--- src/rtl/pipe_hazard_ctrl_pkg.sv ---
// Shared definitions for the pipeline hazard controller: register width,
// NOP encoding used by the D->EX bubble, and the memory-wait FSM states.
package pipe_hazard_ctrl_pkg;

    localparam int          REG_BITS = 5;
    localparam logic [31:0] NOP_INSN = 32'h2000_0000;

    typedef enum logic {
        RUN      = 1'b0,
        MEM_WAIT = 1'b1
    } state_e;

endpackage

--- src/rtl/pipe_hazard_ctrl_if.sv ---
// Hazard-control bundle between the pipeline datapath (master) and the
// stall/flush controller (slave).
interface pipe_hazard_ctrl_if #(
    parameter int REG_BITS = pipe_hazard_ctrl_pkg::REG_BITS
);

    logic [REG_BITS-1:0] D_rs1;
    logic [REG_BITS-1:0] D_rs2;
    logic                D_use_rs1;
    logic                D_use_rs2;
    logic [REG_BITS-1:0] EX_rd;
    logic                EX_is_load;
    logic                EX_taken;
    logic                MEM_req;
    logic                MEM_ready;

    logic                stall_F;
    logic                stall_D;
    logic                bubble_EX;
    logic                flush_D;
    logic                stall_EX;

    modport master (
        output D_rs1, D_rs2, D_use_rs1, D_use_rs2, EX_rd, EX_is_load, EX_taken,
               MEM_req, MEM_ready,
        input  stall_F, stall_D, bubble_EX, flush_D, stall_EX
    );

    modport slave (
        input  D_rs1, D_rs2, D_use_rs1, D_use_rs2, EX_rd, EX_is_load, EX_taken,
               MEM_req, MEM_ready,
        output stall_F, stall_D, bubble_EX, flush_D, stall_EX
    );

endinterface

--- src/rtl/pipe_hazard_ctrl_sat_counter.sv ---
// Saturating up-counter for performance statistics; holds at all-ones.
module sat_counter #(
    parameter int CNT_BITS = 16
) (
    input  logic                clk,
    input  logic                rst,
    input  logic                inc,
    output logic [CNT_BITS-1:0] count
);

    logic [CNT_BITS-1:0] count_q;
    logic [CNT_BITS-1:0] count_d;

    always_comb begin
        count_d = count_q;
        if (inc && (count_q != {CNT_BITS{1'b1}})) begin
            count_d = count_q + 1'b1;
        end
    end

    always_ff @(posedge clk) begin
        if (rst) begin
            count_q <= '0;
        end else begin
            count_q <= count_d;
        end
    end

    assign count = count_q;

endmodule

--- src/rtl/pipe_hazard_ctrl.sv ---
// Stall/flush controller for the 5-stage pipeline: load-use interlock,
// mispredict flush, data-memory wait with sticky timeout, perf counters.
module pipe_hazard_ctrl
    import pipe_hazard_ctrl_pkg::*;
#(
    parameter int REG_BITS    = pipe_hazard_ctrl_pkg::REG_BITS,
    parameter int CNT_BITS    = 16,
    parameter int MEM_TIMEOUT = 64
) (
    input  logic                clk,
    input  logic                rst,
    pipe_hazard_ctrl_if.slave   hz,
    output logic                mem_timeout,
    output logic [CNT_BITS-1:0] stall_cycles,
    output logic [CNT_BITS-1:0] flush_count
);

    localparam int WCNT_W = $clog2(MEM_TIMEOUT + 1);

    function automatic logic [WCNT_W-1:0] wait_inc(input logic [WCNT_W-1:0] v);
        return (v == WCNT_W'(MEM_TIMEOUT)) ? v : v + 1'b1;
    endfunction

    logic [REG_BITS-1:0] d_rs1, d_rs2, ex_rd;
    logic                mem_wait, load_use;
    logic                stall_f, stall_d, bubble_ex, flush_d, stall_ex;

    state_e              state_q, state_d;
    logic [WCNT_W-1:0]   wait_cnt_q, wait_cnt_d;
    logic                mem_timeout_q, mem_timeout_d;

    assign d_rs1 = hz.D_rs1;
    assign d_rs2 = hz.D_rs2;
    assign ex_rd = hz.EX_rd;

    // Priority: memory wait freezes everything, then redirect, then load-use.
    always_comb begin
        mem_wait  = hz.MEM_req & ~hz.MEM_ready;
        load_use  = hz.EX_is_load && (ex_rd != '0) &&
                    ((hz.D_use_rs1 && (d_rs1 == ex_rd)) ||
                     (hz.D_use_rs2 && (d_rs2 == ex_rd)));
        stall_f   = 1'b0;
        stall_d   = 1'b0;
        bubble_ex = 1'b0;
        flush_d   = 1'b0;
        stall_ex  = 1'b0;
        if (rst) begin
            stall_f = 1'b0;
        end else if (mem_wait) begin
            stall_f  = 1'b1;
            stall_d  = 1'b1;
            stall_ex = 1'b1;
        end else if (hz.EX_taken) begin
            flush_d   = 1'b1;
            bubble_ex = 1'b1;
        end else if (load_use) begin
            stall_f   = 1'b1;
            stall_d   = 1'b1;
            bubble_ex = 1'b1;
        end
    end

    // wait_cnt counts completed wait cycles, so the first wait cycle leaves it at 1.
    always_comb begin
        state_d       = state_q;
        wait_cnt_d    = '0;
        mem_timeout_d = mem_timeout_q;
        case (state_q)
            RUN: begin
                if (mem_wait) begin
                    state_d    = MEM_WAIT;
                    wait_cnt_d = wait_inc('0);
                end
            end
            MEM_WAIT: begin
                if (mem_wait) begin
                    wait_cnt_d = wait_inc(wait_cnt_q);
                end else begin
                    state_d = RUN;
                end
            end
            default: state_d = RUN;
        endcase
        if (mem_wait && (wait_cnt_q == WCNT_W'(MEM_TIMEOUT - 1))) begin
            mem_timeout_d = 1'b1;
        end
    end

    always_ff @(posedge clk) begin
        if (rst) begin
            state_q       <= RUN;
            wait_cnt_q    <= '0;
            mem_timeout_q <= 1'b0;
        end else begin
            state_q       <= state_d;
            wait_cnt_q    <= wait_cnt_d;
            mem_timeout_q <= mem_timeout_d;
        end
    end

    sat_counter #(.CNT_BITS(CNT_BITS)) u_stall_cnt (
        .clk   (clk),
        .rst   (rst),
        .inc   (stall_f),
        .count (stall_cycles)
    );

    sat_counter #(.CNT_BITS(CNT_BITS)) u_flush_cnt (
        .clk   (clk),
        .rst   (rst),
        .inc   (flush_d),
        .count (flush_count)
    );

    assign hz.stall_F   = stall_f;
    assign hz.stall_D   = stall_d;
    assign hz.bubble_EX = bubble_ex;
    assign hz.flush_D   = flush_d;
    assign hz.stall_EX  = stall_ex;
    assign mem_timeout  = mem_timeout_q;

endmodule

--- src/flat_wrapper.sv ---
// flat-port wrapper written by rule: the top's interface ports become plain ports
module pipe_hazard_ctrl_flat import pipe_hazard_ctrl_pkg::*;
#(
    parameter int REG_BITS    = pipe_hazard_ctrl_pkg::REG_BITS,
    parameter int CNT_BITS    = 16,
    parameter int MEM_TIMEOUT = 64
)
  (clk, rst, mem_timeout, stall_cycles, flush_count, hz_D_rs1, hz_D_rs2, hz_D_use_rs1, hz_D_use_rs2, hz_EX_rd, hz_EX_is_load, hz_EX_taken, hz_MEM_req, hz_MEM_ready, hz_stall_F, hz_stall_D, hz_bubble_EX, hz_flush_D, hz_stall_EX);
  pipe_hazard_ctrl_if #(.REG_BITS(REG_BITS)) hz_i ();
  input  logic clk;
  input  logic rst;
  output logic mem_timeout;
  output logic [CNT_BITS-1:0] stall_cycles;
  output logic [CNT_BITS-1:0] flush_count;
  input wire logic [$bits(hz_i.D_rs1)-1:0] hz_D_rs1;
  input wire logic [$bits(hz_i.D_rs2)-1:0] hz_D_rs2;
  input wire logic [$bits(hz_i.D_use_rs1)-1:0] hz_D_use_rs1;
  input wire logic [$bits(hz_i.D_use_rs2)-1:0] hz_D_use_rs2;
  input wire logic [$bits(hz_i.EX_rd)-1:0] hz_EX_rd;
  input wire logic [$bits(hz_i.EX_is_load)-1:0] hz_EX_is_load;
  input wire logic [$bits(hz_i.EX_taken)-1:0] hz_EX_taken;
  input wire logic [$bits(hz_i.MEM_req)-1:0] hz_MEM_req;
  input wire logic [$bits(hz_i.MEM_ready)-1:0] hz_MEM_ready;
  output wire logic [$bits(hz_i.stall_F)-1:0] hz_stall_F;
  output wire logic [$bits(hz_i.stall_D)-1:0] hz_stall_D;
  output wire logic [$bits(hz_i.bubble_EX)-1:0] hz_bubble_EX;
  output wire logic [$bits(hz_i.flush_D)-1:0] hz_flush_D;
  output wire logic [$bits(hz_i.stall_EX)-1:0] hz_stall_EX;
  assign hz_i.D_rs1 = hz_D_rs1;
  assign hz_i.D_rs2 = hz_D_rs2;
  assign hz_i.D_use_rs1 = hz_D_use_rs1;
  assign hz_i.D_use_rs2 = hz_D_use_rs2;
  assign hz_i.EX_rd = hz_EX_rd;
  assign hz_i.EX_is_load = hz_EX_is_load;
  assign hz_i.EX_taken = hz_EX_taken;
  assign hz_i.MEM_req = hz_MEM_req;
  assign hz_i.MEM_ready = hz_MEM_ready;
  assign hz_stall_F = hz_i.stall_F;
  assign hz_stall_D = hz_i.stall_D;
  assign hz_bubble_EX = hz_i.bubble_EX;
  assign hz_flush_D = hz_i.flush_D;
  assign hz_stall_EX = hz_i.stall_EX;
  pipe_hazard_ctrl #(.REG_BITS(REG_BITS), .CNT_BITS(CNT_BITS), .MEM_TIMEOUT(MEM_TIMEOUT)) u_core (.clk(clk), .rst(rst), .hz(hz_i), .mem_timeout(mem_timeout), .stall_cycles(stall_cycles), .flush_count(flush_count));
endmodule
--- config.mk ---
export PLATFORM = sky130hd
export DESIGN_NAME = pipe_hazard_ctrl_flat
export DESIGN_NICKNAME = d
export VERILOG_FILES = /design/src/rtl/pipe_hazard_ctrl_pkg.sv /design/src/rtl/pipe_hazard_ctrl_if.sv /design/src/rtl/pipe_hazard_ctrl_sat_counter.sv /design/src/rtl/pipe_hazard_ctrl.sv /design/src/flat_wrapper.sv
export SDC_FILE = /design/constraint.sdc
export NUM_CORES = 1
export LEC_CHECK = 0
export BUFFER_PORTS_ARGS = -buffer_cell sky130_fd_sc_hd__buf_2
export CORE_AREA = 2 2 68 70
export DETAILED_ROUTE_END_ITERATION = 8
export DIE_AREA = 0 0 70 72
export PLACE_DENSITY = 0.78
export SYNTH_ARGS = -nofsm -noshare
export SYNTH_HDL_FRONTEND = slang
export SYNTH_SLANG_ARGS = --single-unit
--- constraint.sdc ---
create_clock -name clk -period 2.7 [get_ports clk]
set_clock_uncertainty 0.1 [all_clocks]
set_input_delay 0.54 -clock clk [delete_from_list [all_inputs] [get_ports clk]]
set_output_delay 0.54 -clock clk [all_outputs]
set_load 0.05 [all_outputs]
Word level (Yosys, flattened, before mapping)

Index checks and enable logic that the tools add are counted.

Eq/ne operators: 7
$add $sub $neg: 3
Reduce and logical (&&, ||, !) cells: 9
Muxes and demuxes: 16
Bitwise operators: 3

Operator list:

| kind                                                                  | number |
|---|---|
| 16-bit by 1-bit adder with 16-bit output, second input constant       | 2 |
| 16-bit inequality test, second input constant                         | 2 |
| 7-bit 2-to-1 mux                                                      | 2 |
| 7-bit case mux with 2 select lines                                    | 1 |
| 1-bit 2-to-1 mux                                                      | 13 |
| 5-bit equality test                                                   | 2 |
| 7-bit by 1-bit adder with 7-bit output, second input constant         | 1 |
| 7-bit by 6-bit equality test with 1-bit output, second input constant | 1 |
| 7-bit equality test, second input constant                            | 1 |
| 1-bit logical AND                                                     | 7 |
| 5-bit nonzero test                                                    | 1 |
| 3-bit inequality test, second input constant                          | 1 |
| 1-bit inverter                                                        | 2 |
| 1-bit bitwise AND                                                     | 1 |
| 1-bit logical OR                                                      | 1 |

Output and inout port bits: 38
Bits of input ports: 23
Word-level logic and storage cells: 43
Register bits after elaboration: 41

Longest topological paths before layout

Gate-level depths: netlist of run 1.

Depth in word-level cells: 9
Gate-level depth with buffers: 9
Gate-level depth less buffers: 7

Cells and area by module

From an unflattened synthesis of run 1, not the netlist that was laid out.

Cell total of the unflattened synthesis: 263
Area total of the unflattened synthesis: 2,258.4 um2

Modules (own cells, without submodules):

| module           | area each (um2) | seq. area each (um2) | times used | cells an instance |
|---|---|---|---|---|
| sat_counter      | 848.3           | 320.3                | 2          | 99 |
| pipe_hazard_ctrl | 561.8           | 180.2                | 1          | 65 |

Worst setup path before layout of run 1

Ideal clock, no wire load.

Kind: in2out
Start: input port hz_MEM_req
End: output port hz_stall_F
Data arrival time: 2,618 ps
Required time: 2,060 ps
Slack: -558 ps
Buffers on the path: 3
Stages on the path: 7
Cells stage by stage: or2b_1 > nor2_1 > a21oi_2 > buf_6 > buf_12 > inv_1 > buf_4

Word-level cells in the longest chain between the ends: 3

Ends and longest elaborated chain:

| what                           | RTL line               | RTL |
|---|---|---|
| from (decl)                    | flat_wrapper.sv:22     | `input wire logic [$bits(hz_i.MEM_req)-1:0] hz_MEM_req;` |
| 1-bit bitwise AND              | pipe_hazard_ctrl.sv:38 | `mem_wait = hz.MEM_req & ~hz.MEM_ready;` |
| 1-bit 2-to-1 mux (2 in series) | --                     |  |
| to (decl)                      | flat_wrapper.sv:24     | `output wire logic [$bits(hz_i.stall_F)-1:0] hz_stall_F;` |

No other way between the ends.

Worst setup path in the final report of run 1

Start: input port hz_EX_rd[0]
End: output port hz_bubble_EX

Word-level cells in the longest chain between the ends: 8
Elaborated cells between the ends (all ways): 12
Those cells by class: eq/ne (2); mux (4); reduce/logical (6)

Ends and longest elaborated chain:

| what                                   | RTL line                                       | RTL |
|---|---|---|
| from (decl)                            | flat_wrapper.sv:19                             | `input wire logic [$bits(hz_i.EX_rd)-1:0] hz_EX_rd;` |
| 5-bit equality test (on tied branches) | pipe_hazard_ctrl.sv:40, pipe_hazard_ctrl.sv:41 |  |
| 1-bit logical AND (on tied branches)   | pipe_hazard_ctrl.sv:40, pipe_hazard_ctrl.sv:41 |  |
| 1-bit logical OR                       | pipe_hazard_ctrl.sv:40                         | `((hz.D_use_rs1 && (d_rs1 == ex_rd)) \|\|` |
| 1-bit logical AND *                    | pipe_hazard_ctrl.sv:39                         | `load_use = hz.EX_is_load && (ex_rd != '0) &&` |
| 1-bit 2-to-1 mux *                     | pipe_hazard_ctrl.sv:56                         | `end else if (load_use) begin` |
| 1-bit 2-to-1 mux *                     | pipe_hazard_ctrl.sv:53                         | `end else if (hz.EX_taken) begin` |
| 1-bit 2-to-1 mux *                     | pipe_hazard_ctrl.sv:49                         | `end else if (mem_wait) begin` |
| 1-bit 2-to-1 mux *                     | pipe_hazard_ctrl.sv:47                         | `if (rst) begin` |
| to (decl)                              | flat_wrapper.sv:26                             | `output wire logic [$bits(hz_i.bubble_EX)-1:0] hz_bubble_EX;` |

Mark *: on every way between the ends. The rest lies on a longest branch, timed or not.

==> results of run 1 <==
==> layer usage <==
metal	global-route usage	vias up	share of wire
met5	0	-	0
li1	-	1021	-
met2	0.3249	72	0.49
met3	0.03472	6	0.053
met1	0.2398	948	0.45
met4	0.06838	0	0.013
==> worst max-delay path, cell delays in order <==
cell and delay, ns:
buf_2 0.12, or4_1 0.54, o21ai_2 0.14, and2b_2 0.22, o211a_1 0.20, buf_2 0.21
==> metrics by stage <==
| stage | TNS, ns | worst slack [ns] | hold WS [ns] | cell area [um2] | util |
|---|---|---|---|---|---|
| 2_1_floorplan | -0.1486 | -0.1486 | 0.3165 | 2185 | - |
| 3_3_place_gp | 0 | 0.09466 | 0.3264 | 2500 | 0.5863 |
| 3_5_place_dp | 0 | 0.07557 | 0.3375 | 2500 | 0.5863 |
| 4_1_cts | 0 | 0.07557 | 0.3510 | 2616 | 0.6136 |
| 5_1_grt | 0 | 0.02424 | 0.3802 | 2616 | 0.6136 |
| 6_report | 0 | 0.08708 | 0.3502 | 2616 | 0.6136 |
==> cells by family after synthesis <==
logic type / Yosys count / synth area share
mux: 2 / 0.009196
buf+inv: 19 / 0.06149
compound gates: 46 / 0.1580
fa+ha+maj: 4 / 0.02299
xor+xnor: 27 / 0.1086
flops: 41 / 0.3770
simple gates: 108 / 0.2627
==> state kept, by name, summed over array words and instances, names as in the netlist <==
signal,cells
u_core.u_flush_cnt.count,16
u_core.state_q,1
u_core.wait_cnt_q,7
u_core.mem_timeout,1
u_core.u_stall_cnt.count,16
==> path summary, 6_finish.rpt <==
check	start	to	slack (ns)	cells past startpoint
setup / recovery	hz_EX_rd[0]	hz_bubble_EX	0.09	6
hold / removal	u_core.state_q$_DFF_P_	u_core.wait_cnt_q[0]$_SDFFE_PP0P_	0.35	1
setup reg to reg	u_core.u_stall_cnt.count[6]$_SDFFE_PP0P_	u_core.u_stall_cnt.count[8]$_SDFFE_PP0P_	0.53	7
hold reg to reg	u_core.state_q$_DFF_P_	u_core.wait_cnt_q[0]$_SDFFE_PP0P_	0.35	1
==> cell type report <==
cell class | instances | area (um2)
fillers | 392 | 1648
multi-input cells | 187 | 1230
flip-flops and latches | 41 | 820.8
repair buffers | 65 | 350.3
clock buffers | 7 | 86.33
well taps | 52 | 65.06
inverters | 9 | 33.78
clock inverters | 1 | 30.03
==> layout by cell type (no fill, tap or decap), types with 2 or more instances in the layout <==
cell,instances
o21ai_0,2
nand3_1,16
or4_2,3
ha_1,4
dfxtp_1,41
o41ai_1,5
o211a_1,2
xor2_1,8
mux2i_1,2
a21oi_2,3
nor4_1,2
o311ai_1,4
xnor2_1,19
and3_1,7
or4_1,8
nor3_1,6
o21ai_2,2
nand4_1,10
o31ai_1,7
inv_1,9
nand2_1,15
buf_4,4
a21oi_1,13
clkbuf_8,6
or3_1,2
o211ai_1,2
nor2_1,29
buf_2,60
==> power breakdown <==
group / total, mW / switching, mW / internal (mW)
combinational: 0.108 / 0.0676 / 0.0408
sequential: 0.613 / 0.00465 / 0.608
clock: 0.508 / 0.206 / 0.302
total: 1.23 / 0.278 / 0.950
==> impl_metrics.json, run 1 <==
{
  "cts_buffers": 5,
  "die_w_um": 70,
  "critPathArrivalTime_ns": 1.97,
  "dr.pass1.iters": 4,
  "yosysTopAreaCell": "dfxtp_1",
  "vias": 2047,
  "final_layout_size_suffix_gt1_frac": 0.2935,
  "insertion_delay_ns": 0.29,
  "cp-start-kind": "input port",
  "grt_antenna_before_repair": 0,
  "drv_cap": 0,
  "yosys_warnings": 0,
  "instances_no_fill": 362,
  "start_util": 0.5106,
  "synth.most_common_cell": "dfxtp_1",
  "final.period_utilization": 0.9677,
  "power_density_nw_per_um2": 469.7,
  "cts_buffer_depth": 2,
  "async_flop_share": 0,
  "grt_pass1_vias": 1784,
  "seq_area_frac_synth": 0.3770,
  "hp-class": "reg -> reg",
  "synth.top_cells.by_area": "dfxtp_1 (38%), xnor2_1 (7.6%), nor2_1 (5.2%)",
  "drt_iter0_drc": 106,
  "core_area_um2": 4264,
  "grt_setup_unrepaired": "no",
  "synth_edf_count": 0,
  "hpwlAfterDp_um": 3479,
  "yosysUniqueCellTypes": 47,
  "clock-root-buffer": "clkbuf_8",
  "rows": 24,
  "relSlewSlack": 0.6920,
  "grt_max_degree": 32,
  "drc_errors": 0,
  "crit_type": "in -> out",
  "status": "finished, final reports clean",
  "synth_fp_nets": 274,
  "drt-total-wl_um": 4791,
  "port_buffers": 60,
  "finalNetCount": 336,
  "total_power_mw": 1.229,
  "clkTransAtPathRegs_ns": 0.08,
  "synth_top_area_share": 0.3770,
  "dp_cells": 354,
  "clock_sinks": 41,
  "num_antenna_cells": 0,
  "crit_required_ns": 2.06,
  "die_area_um2": 5040,
  "overflow": 0,
  "p_leak_nw": 1.049,
  "synth_common_cells": "dfxtp_1 (41), nor2_1 (30), xnor2_1 (19), nand3_1 (16), nand2_1 (15)",
  "cts_tree": "yes",
  "wl_per_cell_um": 13.23,
  "synthFlopType": "dfxtp_1",
  "synthToLayoutAreaGrowth_pct": 20.17,
  "syn-mean-instance-area_um2": 8.814,
  "peakVddDrop_mv": 0.2029,
  "max_freq_mhz": 382.7,
  "worstMarginPinSlew_ns": 0.4615,
  "cts_max_level": 2,
  "place_congestion": 0.8555,
  "syn_inst": 247,
  "synth-seq-cells": 41,
  "io_pins": 61,
  "die_h_um": 72,
  "path_max_fanout": 3,
  "grt_pass1_wl_um": 7838,
  "finalCriticalPeriod_ns": 2.613,
  "hold_violations": 0,
  "post_cts_buffers": 0,
  "worst_setup_path_end_kind": "primary output",
  "hold_buffers": 0,
  "post_drt_via_cell_ratio": 5.655,
  "cts_resized": 0,
  "maxSlewViolCount": 0,
  "grt_usage": 0.1892,
  "antenna_left": 0,
  "mappedNetlistArea_um2": 2177,
  "setup_violations": 0
}
Note: power is estimated with default switching activity, not from simulation.
==> run 2, diff against run 1 <==
- PLACE_DENSITY: 0.78 -> 0.83
==> run 2 against run 1 <==
  * Sequential power about the same
  * Critical path depth unchanged
  * First-iteration DRC count is 23% lower
  * Combinational power about the same
  * Via count is 0.44% higher
  * Largest cell class unchanged
  * Wire length rose by 2.1%
  * Setup slack got worse by 0.0031 ns
  * Highest routed layer unchanged
  * Clock-buffer cell count fell by 2
==> impl_metrics.json, run 2 (same netlist as run 1, synthesis figures left out) <==
{
  "final.period_utilization": 0.9689,
  "wl_per_cell_um": 13.52,
  "drt_iter0_drc": 82,
  "combPwrFrac": 0.083,
  "setup_violations": 0,
  "core_area_um2": 4264,
  "hold_start": "u_core.mem_timeout$_SDFFE_PP0P_",
  "netSwitchingFraction": 0.2178,
  "grt_setup_unrepaired": "no",
  "worst-r2r-cell-count": 7,
  "grt_usage": 0.2039,
  "finalCriticalPeriod_ns": 2.616,
  "post_cts_buffers": 0,
  "maxSlewViolCount": 0,
  "port_buffers": 60,
  "place_congestion": 0.8736,
  "insertion_delay_ns": 0.29,
  "rows": 24,
  "seq_power_share": 0.472,
  "start_util": 0.5106,
  "vias": 2056,
  "hpwlAfterDp_um": 3670,
  "p_clk_frac": 0.445,
  "critPathArrivalTime_ns": 1.98,
  "n_fill_cell": 372,
  "hold_violations": 0,
  "power_density_nw_per_um2": 493.2,
  "clkTransAtPathRegs_ns": 0.07,
  "post_drt_via_cell_ratio": 5.680,
  "synthToLayoutAreaGrowth_pct": 20.98,
  "internal_power_mw": 1.016,
  "clock_sinks": 41,
  "cts_buffers": 5,
  "die_area_um2": 5040,
  "die_w_um": 70,
  "drt-total-wl_um": 4894,
  "final_cell_mix": "buf_2 (60), dfxtp_1 (41), nor2_1 (29), xnor2_1 (19), nand3_1 (16)",
  "whs_path_depth": 2,
  "reg2reg_to": "u_core.u_stall_cnt.count[8]$_SDFFE_PP0P_",
  "p_leak_nw": 1.059,
  "cts_resized": 0,
  "cts_tree": "yes",
  "status": "finished, final reports clean",
  "hp-class": "reg -> reg",
  "peakVddDrop_mv": 0.2822,
  "cp-start-kind": "input port",
  "holdWs_ns": 0.3663,
  "relSlewSlack": 0.7077,
  "worstMarginPinSlew_ns": 0.4380,
  "r2r-start": "u_core.u_stall_cnt.count[1]$_SDFFE_PP0P_",
  "grt_pass1_wl_um": 8390,
  "io_pins": 61,
  "antenna_left": 0,
  "crit_required_ns": 2.06,
  "path_max_fanout": 3,
  "dr.pass1.iters": 4,
  "worst_setup_path_end_kind": "primary output",
  "grt_antenna_before_repair": 0,
  "finalNetCount": 336,
  "cts_buffer_depth": 2,
  "max_freq_mhz": 382.3,
  "hold_end": "u_core.mem_timeout$_SDFFE_PP0P_",
  "clock-root-buffer": "clkbuf_8",
  "final_layout_size_suffix_gt1_frac": 0.2968,
  "cts_max_level": 2,
  "regArea_um2": 820.8,
  "drc_errors": 0,
  "crit_type": "in -> out",
  "timing.setup.tns_ns": 0,
  "layout_commonest_cell": "buf_2",
  "hold_buffers": 0,
  "num_antenna_cells": 0,
  "rrSetupSlack_ns": 0.56,
  "multiInputGateArea_um2": 1230,
  "die_h_um": 72,
  "grt_pass1_vias": 1924,
  "drv_cap": 0,
  "overflow": 0,
  "grt_max_degree": 32,
  "switchingPower_mw": 0.2829
}
==> run 2: layout make-up <==
cell class / instances / share of cell area
tap: 52 / 0.02470
inverter: 9 / 0.01283
clock inverter: 3 / 0.02470
timing repair buffer: 65 / 0.1330
clock buffer: 5 / 0.02613
sequential: 41 / 0.3116
multi-input combinational: 187 / 0.4670
==> run 2: worst max path at each step <==
stage           startpoint           end  slack, ns
2_1_floorplan  hz_EX_rd[0]    hz_stall_F      -0.15
3_3_place_gp   hz_EX_rd[0]  hz_bubble_EX       0.09
3_5_place_dp   hz_EX_rd[0]  hz_bubble_EX       0.07
4_1_cts        hz_EX_rd[0]  hz_bubble_EX       0.07
5_1_grt        hz_EX_rd[0]    hz_stall_D       0.03
6_report       hz_EX_rd[0]  hz_bubble_EX       0.08
==> run 2: power by group through the flow <==
stage	sequential (mW)	combinational (mW)	clock, mW
finish	0.613	0.108	0.578
global route	0.614	0.117	0.615
global placement	0.627	0.106	0
detailed placement	0.627	0.109	0
floorplan	0.635	0.0679	0
CTS	0.613	0.109	0.589
==> run 2: routing by layer <==
layer / wire length (um) / vias to the layer above / GRT usage
met1: 2124 / 955 / 0.2587
met5: 0 / - / 0
li1: - / 1031 / -
met4: 76 / 0 / 0.07479
met3: 274 / 9 / 0.05000
met2: 2419 / 61 / 0.3397
==> run 2: per-stage QoR <==
stage / worst slack, ns / area, um2 / total power, mW / std cells / util
3_3_place_gp: 0.09338 / 2500 / 0.7328 / 354 / 0.5863
5_1_grt: 0.02672 / 2634 / 1.346 / 362 / 0.6177
4_1_cts: 0.06960 / 2634 / 1.311 / 362 / 0.6177
3_5_place_dp: 0.07376 / 2500 / 0.7355 / 354 / 0.5863
2_1_floorplan: -0.1486 / 2185 / 0.7033 / 247 / -
6_report: 0.08402 / 2634 / 1.299 / 362 / 0.6177
==> run 2: worst max-delay path: stages <==
cell	delay [ns]
buf_2	0.12
or4_1	0.54
o21ai_2	0.14
and2b_2	0.22
o211a_1	0.21
buf_2	0.21
